[src/rtl/i2s_pkg.sv]
// Shared I2S definitions: word-select encoding, default geometry and the
// slot-counter width helper used by the transmitter and the frame timer.
package i2s_pkg;

  localparam logic WS_LEFT  = 1'b0;
  localparam logic WS_RIGHT = 1'b1;

  localparam int DEFAULT_NUMBER_OF_BITS = 8;
  localparam int DEFAULT_SLOT_BITS      = 32;

  // Bits needed to count 0..value-1; never less than one bit.
  function automatic int clog2(input int value);
    int result;
    result = 1;
    while ((1 << result) < value) begin
      result = result + 1;
    end
    return result;
  endfunction

endpackage

[src/rtl/pcm_to_i2s_tx_if.sv]
// Parallel PCM sample-pair handshake between a producer (DSP path) and the
// I2S transmitter. master = producer side, slave = transmitter side.
interface pcm_to_i2s_tx_if
  import i2s_pkg::*;
#(
  parameter int NUMBER_OF_BITS = DEFAULT_NUMBER_OF_BITS
) ();

  logic [NUMBER_OF_BITS-1:0] pcm_left;
  logic [NUMBER_OF_BITS-1:0] pcm_right;
  logic                      pcm_valid;
  logic                      pcm_ready;

  modport master (
    output pcm_left,
    output pcm_right,
    output pcm_valid,
    input  pcm_ready
  );

  modport slave (
    input  pcm_left,
    input  pcm_right,
    input  pcm_valid,
    output pcm_ready
  );

endinterface

[src/rtl/i2s_frame_timer.sv]
// I2S frame timer: slot counter, word select, frame_start pulse and the frame
// load strobes. Shared between the transmitter and the receiver bench.
// load fires in the last right-slot cycle; load_ahead fires one cycle earlier
// so registered flags can be visible during the load cycle itself.
module i2s_frame_timer
  import i2s_pkg::*;
#(
  parameter int SLOT_BITS = DEFAULT_SLOT_BITS,
  parameter int KW        = clog2(SLOT_BITS)
) (
  input  logic          clk,
  input  logic          reset,
  input  logic          ena,
  output logic [KW-1:0] slot_k_next,
  output logic          ws_out,
  output logic          ws_out_next,
  output logic          frame_start,
  output logic          load,
  output logic          load_ahead
);

  localparam logic [KW-1:0] LAST_K = KW'(SLOT_BITS - 1);

  logic [KW-1:0] k_reg;
  logic [KW-1:0] k_next;
  logic          ws_reg;
  logic          ws_next;
  logic          frame_start_reg;

  // Advance the slot counter while enabled; wrap and flip WS at the slot end.
  always_comb begin
    k_next  = k_reg;
    ws_next = ws_reg;
    if (ena) begin
      if (k_reg == LAST_K) begin
        k_next  = '0;
        ws_next = ~ws_reg;
      end else begin
        k_next = k_reg + 1'b1;
      end
    end
  end

  assign load       = ena && (k_reg == LAST_K) && (ws_reg == WS_RIGHT);
  assign load_ahead = ena && (k_next == LAST_K) && (ws_next == WS_RIGHT);

  // Timer state; frame_start follows the load edge, i.e. left slot k=0.
  always_ff @(posedge clk) begin
    if (reset) begin
      k_reg           <= '0;
      ws_reg          <= WS_LEFT;
      frame_start_reg <= 1'b0;
    end else begin
      k_reg           <= k_next;
      ws_reg          <= ws_next;
      frame_start_reg <= load;
    end
  end

  assign slot_k_next = k_next;
  assign ws_out      = ws_reg;
  assign ws_out_next = ws_next;
  assign frame_start = frame_start_reg;

endmodule

[src/rtl/pcm_to_i2s_tx.sv]
// Parallel PCM to I2S serializer (master, clk is the bit clock).
// A holding register decouples the producer handshake from the frame
// register, which is reloaded once per frame at the end of the right slot.
// Optional feature macro: PCM_TO_I2S_UNDERFLOW_CNT_EN adds a saturating
// 16-bit underflow_count output.
module pcm_to_i2s_tx
  import i2s_pkg::*;
#(
  parameter int NUMBER_OF_BITS = DEFAULT_NUMBER_OF_BITS,
  parameter int SLOT_BITS      = DEFAULT_SLOT_BITS
) (
  input  logic                 clk,
  input  logic                 reset,
  input  logic                 ena,
  pcm_to_i2s_tx_if.slave       pcm,
  output logic                 ws_out,
  output logic                 sd_out,
  output logic                 frame_start,
  output logic                 underflow
`ifdef PCM_TO_I2S_UNDERFLOW_CNT_EN
  ,
  output logic [15:0]          underflow_count
`endif
);

  localparam int KW = clog2(SLOT_BITS);
  localparam int N  = NUMBER_OF_BITS;

  logic [KW-1:0] k_next;
  logic          ws_next;
  logic          load;
  logic          load_ahead;

  // pcm_ready_reg doubles as the "holding register empty" flag.
  logic          pcm_ready_reg;
  logic          pcm_ready_next;
  logic [N-1:0]  hold_left_reg;
  logic [N-1:0]  hold_left_next;
  logic [N-1:0]  hold_right_reg;
  logic [N-1:0]  hold_right_next;
  logic [N-1:0]  frame_left_reg;
  logic [N-1:0]  frame_left_next;
  logic [N-1:0]  frame_right_reg;
  logic [N-1:0]  frame_right_next;
  logic          sd_reg;
  logic          sd_next;
  logic          underflow_reg;
  logic          underflow_next;
  logic          accept;
  logic [N-1:0]  bit_hit;
  logic [N-1:0]  data_sel;

  i2s_frame_timer #(
    .SLOT_BITS (SLOT_BITS),
    .KW        (KW)
  ) u_timer (
    .clk         (clk),
    .reset       (reset),
    .ena         (ena),
    .slot_k_next (k_next),
    .ws_out      (ws_out),
    .ws_out_next (ws_next),
    .frame_start (frame_start),
    .load        (load),
    .load_ahead  (load_ahead)
  );

  assign accept = pcm.pcm_valid && pcm_ready_reg;

  // Holding register: filled on accept, drained by a frame load when full.
  always_comb begin
    pcm_ready_next  = pcm_ready_reg;
    hold_left_next  = hold_left_reg;
    hold_right_next = hold_right_reg;
    if (load && !pcm_ready_reg) begin
      pcm_ready_next = 1'b1;
    end
    if (accept) begin
      pcm_ready_next  = 1'b0;
      hold_left_next  = pcm.pcm_left;
      hold_right_next = pcm.pcm_right;
    end
  end

  // Frame register: takes the held pair at load, or silence when starved.
  always_comb begin
    frame_left_next  = frame_left_reg;
    frame_right_next = frame_right_reg;
    if (load) begin
      if (!pcm_ready_reg) begin
        frame_left_next  = hold_left_reg;
        frame_right_next = hold_right_reg;
      end else begin
        frame_left_next  = '0;
        frame_right_next = '0;
      end
    end
  end

  // One-hot bit select: slot cycle k=1..N maps to bit N-k (MSB at k=1).
  for (genvar gi = 0; gi < N; gi++) begin : g_bit_sel
    assign bit_hit[gi] = (k_next == KW'(N - gi));
  end

  assign data_sel = (ws_next == WS_RIGHT) ? frame_right_reg : frame_left_reg;

  // Serial data and underflow flag are computed for the upcoming cycle so the
  // registered outputs line up with the slot counter. A pair accepted in the
  // load cycle is not seen by that load, matching the look-ahead here.
  always_comb begin
    sd_next        = sd_reg;
    underflow_next = load_ahead && pcm_ready_next;
    if (ena) begin
      sd_next = |(bit_hit & data_sel);
    end
  end

  // Datapath registers.
  always_ff @(posedge clk) begin
    if (reset) begin
      pcm_ready_reg   <= 1'b1;
      hold_left_reg   <= '0;
      hold_right_reg  <= '0;
      frame_left_reg  <= '0;
      frame_right_reg <= '0;
      sd_reg          <= 1'b0;
      underflow_reg   <= 1'b0;
    end else begin
      pcm_ready_reg   <= pcm_ready_next;
      hold_left_reg   <= hold_left_next;
      hold_right_reg  <= hold_right_next;
      frame_left_reg  <= frame_left_next;
      frame_right_reg <= frame_right_next;
      sd_reg          <= sd_next;
      underflow_reg   <= underflow_next;
    end
  end

  assign pcm.pcm_ready = pcm_ready_reg;
  assign sd_out        = sd_reg;
  assign underflow     = underflow_reg;

`ifdef PCM_TO_I2S_UNDERFLOW_CNT_EN
  logic [15:0] underflow_count_reg;

  // Saturating count, updated on the same edge that raises underflow.
  always_ff @(posedge clk) begin
    if (reset) begin
      underflow_count_reg <= '0;
    end else if (underflow_next && (underflow_count_reg != 16'hFFFF)) begin
      underflow_count_reg <= underflow_count_reg + 16'd1;
    end
  end

  assign underflow_count = underflow_count_reg;
`endif

endmodule

[src/flat_wrapper.sv]
// flat-port wrapper written by rule: the top's interface ports become plain ports
module pcm_to_i2s_tx_flat import i2s_pkg::*;
#(
  parameter int NUMBER_OF_BITS = DEFAULT_NUMBER_OF_BITS,
  parameter int SLOT_BITS      = DEFAULT_SLOT_BITS
)
  (clk, reset, ena, ws_out, sd_out, frame_start, underflow, pcm_pcm_left, pcm_pcm_right, pcm_pcm_valid, pcm_pcm_ready);
  pcm_to_i2s_tx_if #(.NUMBER_OF_BITS(NUMBER_OF_BITS)) pcm_i ();
  input  logic clk;
  input  logic reset;
  input  logic ena;
  output logic ws_out;
  output logic sd_out;
  output logic frame_start;
  output logic underflow;
  input wire logic [$bits(pcm_i.pcm_left)-1:0] pcm_pcm_left;
  input wire logic [$bits(pcm_i.pcm_right)-1:0] pcm_pcm_right;
  input wire logic [$bits(pcm_i.pcm_valid)-1:0] pcm_pcm_valid;
  output wire logic [$bits(pcm_i.pcm_ready)-1:0] pcm_pcm_ready;
  assign pcm_i.pcm_left = pcm_pcm_left;
  assign pcm_i.pcm_right = pcm_pcm_right;
  assign pcm_i.pcm_valid = pcm_pcm_valid;
  assign pcm_pcm_ready = pcm_i.pcm_ready;
  pcm_to_i2s_tx #(.NUMBER_OF_BITS(NUMBER_OF_BITS), .SLOT_BITS(SLOT_BITS)) u_core (.clk(clk), .reset(reset), .ena(ena), .pcm(pcm_i), .ws_out(ws_out), .sd_out(sd_out), .frame_start(frame_start), .underflow(underflow));
endmodule
[config.mk]
export PLATFORM = sky130hd
export DESIGN_NAME = pcm_to_i2s_tx_flat
export DESIGN_NICKNAME = d
export VERILOG_FILES = /design/src/rtl/i2s_pkg.sv /design/src/rtl/pcm_to_i2s_tx_if.sv /design/src/rtl/i2s_frame_timer.sv /design/src/rtl/pcm_to_i2s_tx.sv /design/src/flat_wrapper.sv
export SDC_FILE = /design/constraint.sdc
export NUM_CORES = 1
export LEC_CHECK = 0
export CAP_MARGIN = 5
export CORE_UTILIZATION = 54
export CTS_CLUSTER_SIZE = 24
export DETAILED_ROUTE_END_ITERATION = 10
export PLACE_DENSITY = 0.79
export SLEW_MARGIN = 15
export SYNTH_ARGS = -nofsm -noshare
export SYNTH_HDL_FRONTEND = slang
export SYNTH_SLANG_ARGS = --single-unit
[constraint.sdc]
create_clock -name clk -period 2.9 [get_ports clk]
set_input_delay 0.435 -clock clk [delete_from_list [all_inputs] [get_ports clk]]
set_output_delay 0.435 -clock clk [all_outputs]
set_load 0.02 [all_outputs]
==> flow_summary.ini, run 1 <==
[outcome]
run_status = completed

[grt]
tot_gr_track_use = 0.245
grt_remaining_overflow = 0
grt_pass1_vias = 1385
wire_length_of_the_first_global_routing_pass_um = 6600
grt_antenna_before_repair = 0
largest_net_degree_at_the_start_of_global_routing = 36

[place]
post-place-ws_ps = 464
gpl.final_weighted_congestion = 0.891
dpl.hpwl_um = 2620
place.detailed.instances = 279
detailed_place.area_mm2 = 0.00211
placement.io_buffers = 24

[die]
initial_cell_density_of_the_core = 0.591
die_x_um = 60.8
fp.dieArea_mm2 = 0.00369
core_mm2 = 0.00315
std_cell_rows = 20
ioPinCount = 25
height_of_the_chip_um = 60.8

[timing]
worst_path_setup_slack_after_routing_ps = 390
rsz0062_at_grt = false
max_clock_freq_mhz = 398
worstMarginPinSlew_ps = 541
totalNegativeSetupSlack_ps = 0
clock_skew_ps = 6.06
post-route-period-util = 0.865
hold_viol_final = 0
maxSlewViolCount = 0
hold_slack_ps = 457
final-setup-viol-count = 0
finalCriticalPeriod_ps = 2510
timing.slew.headroom = 0.639

[critical_path]
cell_type_of_the_slowest_stage_on_the_worst_timing_path = sky130_fd_sc_hd__dfxtp_1
critical_path.endpoint_type = flop
critical_path_required_ps = 3130
crit_type = reg -> reg
cp_cell_sequence = ha_1, and3_1, ha_1, nor2_1, a21bo_2, a221o_1, a211oi_1, a221oi_1
worst_stage_delay_on_the_critical_path_ps = 500
path_max_fanout = 13
cpMostUsedCell = sky130_fd_sc_hd__ha_1
cp-start-kind = flop
worst_ep_arrival_time_ps = 2740

[clock_network]
cts_max_level = 2
number_of_gates_resized_after_cts = 0
clock_tree_from_tritoncts = yes
clock-root-buffer = sky130_fd_sc_hd__clkbuf_4
holdBufCountCts = 0
tritoncts.num_buffers = 5
worst_setup_hold_path_clk_slew_ps = 110
clock_tree.buffer_depth = 2
cts.sinks = 42
cts_post_setup_buffers_inserted = 0
insertion_delay_ps = 340

[pwr]
intPower_mw = 0.755
net_sw_power_mw = 0.237
design_power_total_mw = 0.992
power_density_mw_per_mm2 = 458
power.sequential.fraction = 0.607
p_leak_nw = 0.775
vdd.ir_drop.worst_v = 0.000329
power.clock.fraction = 0.283
sw_frac_of_total = 0.239
p_comb_frac = 0.110

[yosys]
ys_ff_latch = 42
synthesis.area_per_instance_um2 = 8.29
synth.net_count = 247
yosysSeqAreaShare = 0.451
synth.yosys.warnings = 0
netlist-cell-type-count = 35
synth_area_mm2 = 0.00186
postSynthCellCount = 225

[drt]
first_iter_violations = 116
drt_first_pass_iters = 4
final_routed_drc_violation_total = 0
detail-route-antenna-nets = 0
post_drt_wl_per_cell_um = 13.2
detail_route.wirelength_um = 3750
via_cell_ratio = 5.54
vias = 1580

[final_layout]
layout-drive-gt1-share = 0.0664
finish.instance_area_mm2 = 0.00216
final_nets = 264
final_core_utilization = 0.687
fillerInstances = 283
area_growth_syn_to_layout_pct = 16.1
antenna_cells = 0
final_cells = 285

[run]
timing.max_cap.violations = 0

[hold_path]
worst_hold_path_type = reg -> reg
==> area by class of cell <==
type / instances / area (µm²) / area share
Inverter: 1 / 3.75 / 0.00173
Sequential cell: 42 / 841 / 0.388
Multi-Input combinational cell: 164 / 943 / 0.436
Timing Repair Buffer: 28 / 270 / 0.125
Tap cell: 44 / 55.1 / 0.0254
Clock buffer: 6 / 51.3 / 0.0237
==> metal layers <==
layer	vias to the layer above	track usage	part of all wire
met5	-	0	0
met2	45	0.358	0.47
met1	716	0.346	0.46
met3	8	0.0682	0.050
met4	0	0.0909	0.019
li1	811	-	-
==> power groups by stage <==
stage          Clock (mW)  Sequential (mW)  Combinational (mW)
6_report            0.281            0.602               0.109
3_3_place_gp            0            0.615               0.104
5_1_grt             0.315            0.605               0.122
3_5_place_dp            0            0.615               0.108
4_1_cts             0.289            0.602               0.108
2_1_floorplan           0            0.613              0.0670
==> final timing paths <==
kind         slack [ps]  depth (start not counted)                      from                        to
max reg2reg         390                          8   u_core.u_timer.k_reg[0]             u_core.sd_out
min reg2reg         460                          2  u_core.hold_right_reg[6]  u_core.hold_right_reg[6]
max                 390                          8   u_core.u_timer.k_reg[0]             u_core.sd_out
min                 460                          2  u_core.hold_right_reg[6]  u_core.hold_right_reg[6]
==> cells by family (layout without fill, tap and decap cells) <==
logic type	Yosys count	in the layout	synth area share
AOI/OAI and AO/OA	55	55	0.185
xor gates and xnor gates	4	4	0.0188
adders and majority gates	2	2	0.0134
buffers and inverters	19	35	0.0430
DFF	42	42	0.451
muxes	6	6	0.0336
and+or+nand+nor	97	97	0.255
==> synthesized netlist by cell type, drive strengths merged <==
| master | n | share of area |
|---|---|---|
| a211oi | 4 | 0.016 |
| a21bo | 2 | 0.011 |
| a21boi | 1 | 0.0040 |
| a21oi | 35 | 0.094 |
| a221o | 4 | 0.021 |
| a221oi | 1 | 0.0047 |
| and2 | 1 | 0.0034 |
| and3 | 1 | 0.0034 |
| and3b | 1 | 0.0047 |
| buf | 5 | 0.015 |
| clkbuf | 13 | 0.026 |
| dfxtp | 42 | 0.45 |
| ha | 2 | 0.013 |
| inv | 1 | 0.0020 |
| mux2 | 2 | 0.012 |
| mux2i | 4 | 0.021 |
| nand2 | 39 | 0.079 |
| nand2b | 3 | 0.010 |
| nand3 | 2 | 0.0054 |
| nand3b | 2 | 0.0081 |
| nand4 | 2 | 0.0067 |
| nor2 | 24 | 0.048 |
| nor2b | 1 | 0.0034 |
| nor3 | 1 | 0.0027 |
| nor3b | 17 | 0.068 |
| nor4bb | 1 | 0.0054 |
| o21ai | 3 | 0.0081 |
| o221a | 1 | 0.0060 |
| o2bb2ai | 1 | 0.0047 |
| o32a | 2 | 0.011 |
| o32ai | 1 | 0.0047 |
| or2 | 2 | 0.0067 |
| xnor2 | 1 | 0.0047 |
| xor2 | 3 | 0.014 |
==> critical path, delay by kind of cell (launching register included) <==
| family | cells | cell delay [ps] |
|---|---|---|
| compound gates | 4 | 860 |
| fa+ha+maj | 2 | 710 |
| flops | 1 | 500 |
| simple gates | 2 | 330 |
==> layout by cell type, fill, tap and decap left out, drive strengths merged, types with 3 or more instances in the layout <==
cell type,n
a211oi,4
a21oi,35
a221o,4
buf,4
clkbuf,6
clkdlybuf4s50,24
dfxtp,42
mux2i,4
nand2,39
nand2b,3
nor2,24
nor3b,17
o21ai,3
xor2,3
Note: power is estimated with default switching activity, not from simulation.
==> inputs of run 2 (changes only) <==
--- a/config.mk
+++ b/config.mk
@@ -13,4 +13,5 @@
 export SLEW_MARGIN = 15
 export SYNTH_ARGS = -nofsm -noshare
 export SYNTH_HDL_FRONTEND = slang
+export SYNTH_HIERARCHICAL = 1
 export SYNTH_SLANG_ARGS = --single-unit
==> run 2 against run 1 <==
Sequential share of layout area shrank 0.090 points. Die area shrank 0.44%. Clock-buffer cell count grew 1. Via count shrank 3.1%. Combinational power is essentially flat. Final area grew 0.23%. Critical endpoint is now u_core/sd_out. Sequential power is essentially flat. Largest cell class unchanged. Core utilization grew 0.16 points. Highest routed layer unchanged. Routed wire length shrank 0.77%. Non-clock buffer count grew 1. Setup slack lost 130 ps.
==> flow_summary.ini, run 2 <==
[timing]
max_clock_freq_mhz = 379
totalNegativeSetupSlack_ps = 0
rsz0062_at_grt = false
worstMarginPinSlew_ps = 577
post-route-period-util = 0.911
final-setup-viol-count = 0
hold_viol_final = 0
timing.slew.headroom = 0.615
hold_slack_ps = 466
finalCriticalPeriod_ps = 2640
worst_path_setup_slack_after_routing_ps = 259
clock_skew_ps = 2.21
maxSlewViolCount = 0

[critical_path]
worst_stage_delay_on_the_critical_path_ps = 410
worst_ep_arrival_time_ps = 2930
cp-start-kind = flop
cp_cell_sequence = ha_1, and3_1, ha_1, nand2b_1, or3_1, nand3_1, or3b_1, o41ai_2, a21oi_1, o211ai_2
crit_type = reg -> reg
path_max_fanout = 7
critical_path.endpoint_type = flop
cell_type_of_the_slowest_stage_on_the_worst_timing_path = sky130_fd_sc_hd__or3b_1
path_delay_family = simple AND/OR/NAND/NOR gates
critical_path_required_ps = 3190
cp.buffers_inverters = 0
cpMostUsedCell = sky130_fd_sc_hd__ha_1
reg2reg_slack_ps = 260

[yosys]
synthesis.area_per_instance_um2 = 8.79
synth.net_count = 233
postSynthCellCount = 211
netlist-cell-type-count = 35
most_frequent_cells_after_synthesis = 42 x sky130_fd_sc_hd__dfxtp_1, 35 x sky130_fd_sc_hd__nand2_1, 34 x sky130_fd_sc_hd__a21oi_1
synth_ff_type = sky130_fd_sc_hd__dfxtp_1
most_frequently_used_cell_type_in_the_post_synthesis_netlist = sky130_fd_sc_hd__dfxtp_1
synth.area.top_cells = sky130_fd_sc_hd__dfxtp_1 45%, sky130_fd_sc_hd__a21oi_1 9.2%, sky130_fd_sc_hd__nand2_1 7.1%
ys_ff_latch = 42
edff_count_synth = 0
synthDominantCellAreaShare = 0.453
yosysSeqAreaShare = 0.453
asyncSetResetFlopFracSynth = 0
synth.yosys.warnings = 6
synth_largest_area_cell = sky130_fd_sc_hd__dfxtp_1
synth_area_mm2 = 0.00186

[place]
place.detailed.instances = 270
gpl.final_weighted_congestion = 0.869
placement.io_buffers = 24
post-place-ws_ps = 209
dpl.hpwl_um = 2520

[die]
die_x_um = 60.6
core_mm2 = 0.00315
fp.dieArea_mm2 = 0.00367
initial_cell_density_of_the_core = 0.588
std_cell_rows = 20
ioPinCount = 25
height_of_the_chip_um = 60.6

[clock_network]
cts_max_level = 2
tritoncts.num_buffers = 5
worst_setup_hold_path_clk_slew_ps = 110
insertion_delay_ps = 360
cts.sinks = 42
holdBufCountCts = 0
clock-root-buffer = sky130_fd_sc_hd__clkbuf_4
number_of_gates_resized_after_cts = 0
clock_tree_from_tritoncts = yes
cts_post_setup_buffers_inserted = 0
clock_tree.buffer_depth = 2

[final_layout]
final_cell_mix = 42 x sky130_fd_sc_hd__dfxtp_1, 35 x sky130_fd_sc_hd__nand2_1, 34 x sky130_fd_sc_hd__a21oi_1
antenna_cells = 0
final_cells = 278
final_nets = 255
layout-drive-gt1-share = 0.0684
seqCellArea_um2 = 841
fillerInstances = 272
area_growth_syn_to_layout_pct = 16.9
mostFrequentLayoutCell = sky130_fd_sc_hd__dfxtp_1
multi_input_comb_area_um2 = 932

[pwr]
power_density_mw_per_mm2 = 467
design_power_total_mw = 1.01
p_leak_nw = 0.750
vdd.ir_drop.worst_v = 0.000340

[drt]
via_cell_ratio = 5.51
final_routed_drc_violation_total = 0
post_drt_wl_per_cell_um = 13.4
first_iter_violations = 93
drt_first_pass_iters = 5
detail_route.wirelength_um = 3720
vias = 1531
detail-route-antenna-nets = 0

[hold_path]
worst_hold_path_type = reg -> reg

[grt]
largest_net_degree_at_the_start_of_global_routing = 42
wire_length_of_the_first_global_routing_pass_um = 6110
tot_gr_track_use = 0.232
global_route.usage.met2 = 0.389
grt_remaining_overflow = 0
grt_pass1_vias = 1401
grtUsageMet3 = 0.0789
grt_busiest_layer = met2
grt_antenna_before_repair = 0
globalRouteMet1Util = 0.265

[outcome]
run_status = completed

[run]
timing.max_cap.violations = 0
## run 2: final timing paths
path | cells past startpoint | startpoint | endpoint
min | 2 | u_core/hold_left_reg[1] | u_core/hold_left_reg[1]
max reg2reg | 10 | u_core/u_timer/k_reg[0] | u_core/sd_out
max | 10 | u_core/u_timer/k_reg[0] | u_core/sd_out
min reg2reg | 2 | u_core/hold_left_reg[1] | u_core/hold_left_reg[1]
## run 2: cell families after synthesis
group	Yosys count	synth area share
multiplexers	11	0.0607
flip-flops	42	0.453
AO/OA/AOI/OAI	44	0.134
XOR/XNOR	1	0.00472
adder cells (fa/ha/maj)	2	0.0135
AND/OR/NAND/NOR	96	0.290
buffers and inverters	15	0.0445
## run 2: power by group
group	total (mW)	leakage (nW)	internal (mW)	switching [mW]
clock	0.300	0.0353	0.118	0.183
sequential	0.604	0.342	0.594	0.0100
combinational	0.108	0.373	0.0539	0.0543
total	1.01	0.750	0.766	0.247
## run 2: cell type report
| type | count | area share |
|---|---|---|
| Multi-Input combinational cell | 154 | 0.430 |
| Sequential cell | 42 | 0.388 |
| Timing Repair Buffer | 29 | 0.128 |
| Clock buffer | 7 | 0.0254 |
| Tap cell | 44 | 0.0254 |
| Clock inverter | 1 | 0.00231 |
| Inverter | 1 | 0.00173 |
## run 2: through the flow
step           utilization  cell area (µm²)
2_1_floorplan            -             1860
3_3_place_gp         0.669             2110
3_5_place_dp         0.669             2110
4_1_cts              0.688             2170
5_1_grt              0.688             2170
6_report             0.688             2170
## run 2: worst min-delay path, cell delays in order (launching register included)
cell and delay [ps]:
sky130_fd_sc_hd__dfxtp_1 330, sky130_fd_sc_hd__nand2_1 50, sky130_fd_sc_hd__a21oi_1 50
## run 2: per-layer routing
layer,vias to the layer above,wire (µm)
met1,702,1620
met5,-,0
li1,773,-
met4,0,89
met2,48,1830
met3,8,183
==> inputs of run 3 (changes only) <==
--- a/config.mk
+++ b/config.mk
@@ -7,8 +7,10 @@
 export LEC_CHECK = 0
 export CAP_MARGIN = 5
 export CORE_UTILIZATION = 54
+export CTS_CLUSTER_DIAMETER = 50
 export CTS_CLUSTER_SIZE = 24
 export DETAILED_ROUTE_END_ITERATION = 10
+export GPL_TIMING_DRIVEN = 0
 export PLACE_DENSITY = 0.79
 export SLEW_MARGIN = 15
 export SYNTH_ARGS = -nofsm -noshare
==> run 3 against run 2 <==
Largest cell class unchanged. Die area stayed put. First-iteration DRC count is 35% higher. Worst hold slack worse by 4.3 ps. Clock skew increased by 3.3 ps. Power decreased by 3.6%. Core utilization increased by 0.91 points.
==> flow_summary.ini, run 3 (synthesized netlist as in run 2, its figures left out) <==
[die]
core_mm2 = 0.00315
height_of_the_chip_um = 60.6
fp.dieArea_mm2 = 0.00367
std_cell_rows = 20
die_x_um = 60.6
initial_cell_density_of_the_core = 0.588
ioPinCount = 25

[final_layout]
finish.instance_area_mm2 = 0.00220
mostFrequentLayoutCell = sky130_fd_sc_hd__dfxtp_1
layout-drive-gt1-share = 0.0744
final_nets = 264
fillerInstances = 279
area_growth_syn_to_layout_pct = 18.5
final_cell_mix = 42 x sky130_fd_sc_hd__dfxtp_1, 35 x sky130_fd_sc_hd__nand2_1, 34 x sky130_fd_sc_hd__a21oi_1
antenna_cells = 0
seqCellArea_um2 = 841
multi_input_comb_area_um2 = 932

[timing]
timing.slew.headroom = 0.689
finalCriticalPeriod_ps = 2550
rsz0062_at_grt = false
hold_viol_final = 0
worstMarginPinSlew_ps = 454
totalNegativeSetupSlack_ps = 0
max_clock_freq_mhz = 393
maxSlewViolCount = 0
post-route-period-util = 0.878
clock_skew_ps = 5.51
worst_path_setup_slack_after_routing_ps = 354
hold_slack_ps = 461
final-setup-viol-count = 0

[hold_path]
worst_hold_path.endpoint = u_core/hold_left_reg[2]
holdPathStages = 2
worst_hold_path_type = reg -> reg
hold_path_startpoint = u_core/hold_left_reg[2]

[critical_path]
r2r-start = u_core/u_timer/k_reg[0]
worst_stage_delay_on_the_critical_path_ps = 370
crit_type = reg -> reg
cell_type_of_the_slowest_stage_on_the_worst_timing_path = sky130_fd_sc_hd__or3b_1
worst_ep_arrival_time_ps = 2830
reg2reg_slack_ps = 350
critical_path_required_ps = 3180
cp_cell_sequence = ha_1, and3_1, ha_1, nand2b_1, or3_1, nand3_1, or3b_1, o41ai_2, a21oi_1, o211ai_2
cp-start-kind = flop
timing.rr.end = u_core/sd_out
cpMostUsedCell = sky130_fd_sc_hd__ha_1
critical_path.endpoint_type = flop
ff2ff_path_depth = 10
path_max_fanout = 7

[pwr]
p_leak_nw = 0.762
power_density_mw_per_mm2 = 444
vdd.ir_drop.worst_v = 0.000333

[clock_network]
holdBufCountCts = 0
number_of_gates_resized_after_cts = 0
cts.sinks = 42
tritoncts.num_buffers = 5
cts_max_level = 2
insertion_delay_ps = 340
worst_setup_hold_path_clk_slew_ps = 110
clock-root-buffer = sky130_fd_sc_hd__clkbuf_4
cts_post_setup_buffers_inserted = 0
clock_tree_from_tritoncts = yes
clock_tree.buffer_depth = 2

[grt]
wire_length_of_the_first_global_routing_pass_um = 6360
largest_net_degree_at_the_start_of_global_routing = 13
grt_pass1_vias = 1440
grt_antenna_before_repair = 0
tot_gr_track_use = 0.244
grt_remaining_overflow = 0

[drt]
final_routed_drc_violation_total = 0
detail_route.wirelength_um = 3900
drt_first_pass_iters = 4
wirelength_met1_um = 1730
vias = 1525
routed-wl-met3_um = 168
post_drt_wl_per_cell_um = 13.6
first_iter_violations = 126
detail-route-antenna-nets = 0
routed.top_layer = met4
via_cell_ratio = 5.33
routed-wl-met2_um = 1880

[place]
gpl.final_weighted_congestion = 0.839
detailed_place.area_mm2 = 0.00215
placement.io_buffers = 24
post-place-ws_ps = 313
dpl.hpwl_um = 2880

[run]
timing.max_cap.violations = 0

[outcome]
run_status = completed
-- run 3: metal layers --
metal,global-route usage,up-vias
li1,-,787
met1,0.292,689
met2,0.405,37
met3,0.0704,12
met4,0.110,0
met5,0,-
-- run 3: cell type report --
class,count,share of cell area
Multi-Input combinational cell,154,0.424
Sequential cell,42,0.382
Timing Repair Buffer,24,0.109
Buffer,14,0.0359
Tap cell,44,0.0250
Clock buffer,5,0.0171
Clock inverter,2,0.00455
Inverter,1,0.00171
-- run 3: worst max path at each step --
stage	start	depth (start not counted)	slack (ps)	endpoint
floorplan	u_core/u_timer/k_reg[0]	10	590	u_core/sd_out
global placement	ena	9	400	u_core/sd_out
detailed placement	ena	9	310	u_core/sd_out
CTS	u_core/u_timer/k_reg[0]	10	350	u_core/sd_out
global route	u_core/u_timer/k_reg[0]	10	220	u_core/sd_out
finish	u_core/u_timer/k_reg[0]	10	350	u_core/sd_out
-- run 3: per-stage QoR --
step                instances  power [mW]   util
finish                    286       0.977  0.697
global route              286        1.03  0.697
CTS                       286       0.990  0.697
detailed placement        279       0.730  0.682
global placement          279       0.726  0.682
floorplan                 211       0.680      -
-- run 3: worst max-delay path, delay by kind of cell, from the launching register on --
kind                       cells  cell delay [ps]
and+or+nand+nor                5             1250
DFF                            1              360
adders and majority gates      2              460
AOI/OAI and AO/OA              3              410
-- run 3: power by group --
| part | internal (mW) | switching [mW] |
|---|---|---|
| clock | 0.0873 | 0.172 |
| sequential | 0.594 | 0.00999 |
| combinational | 0.0574 | 0.0560 |
| total | 0.739 | 0.238 |
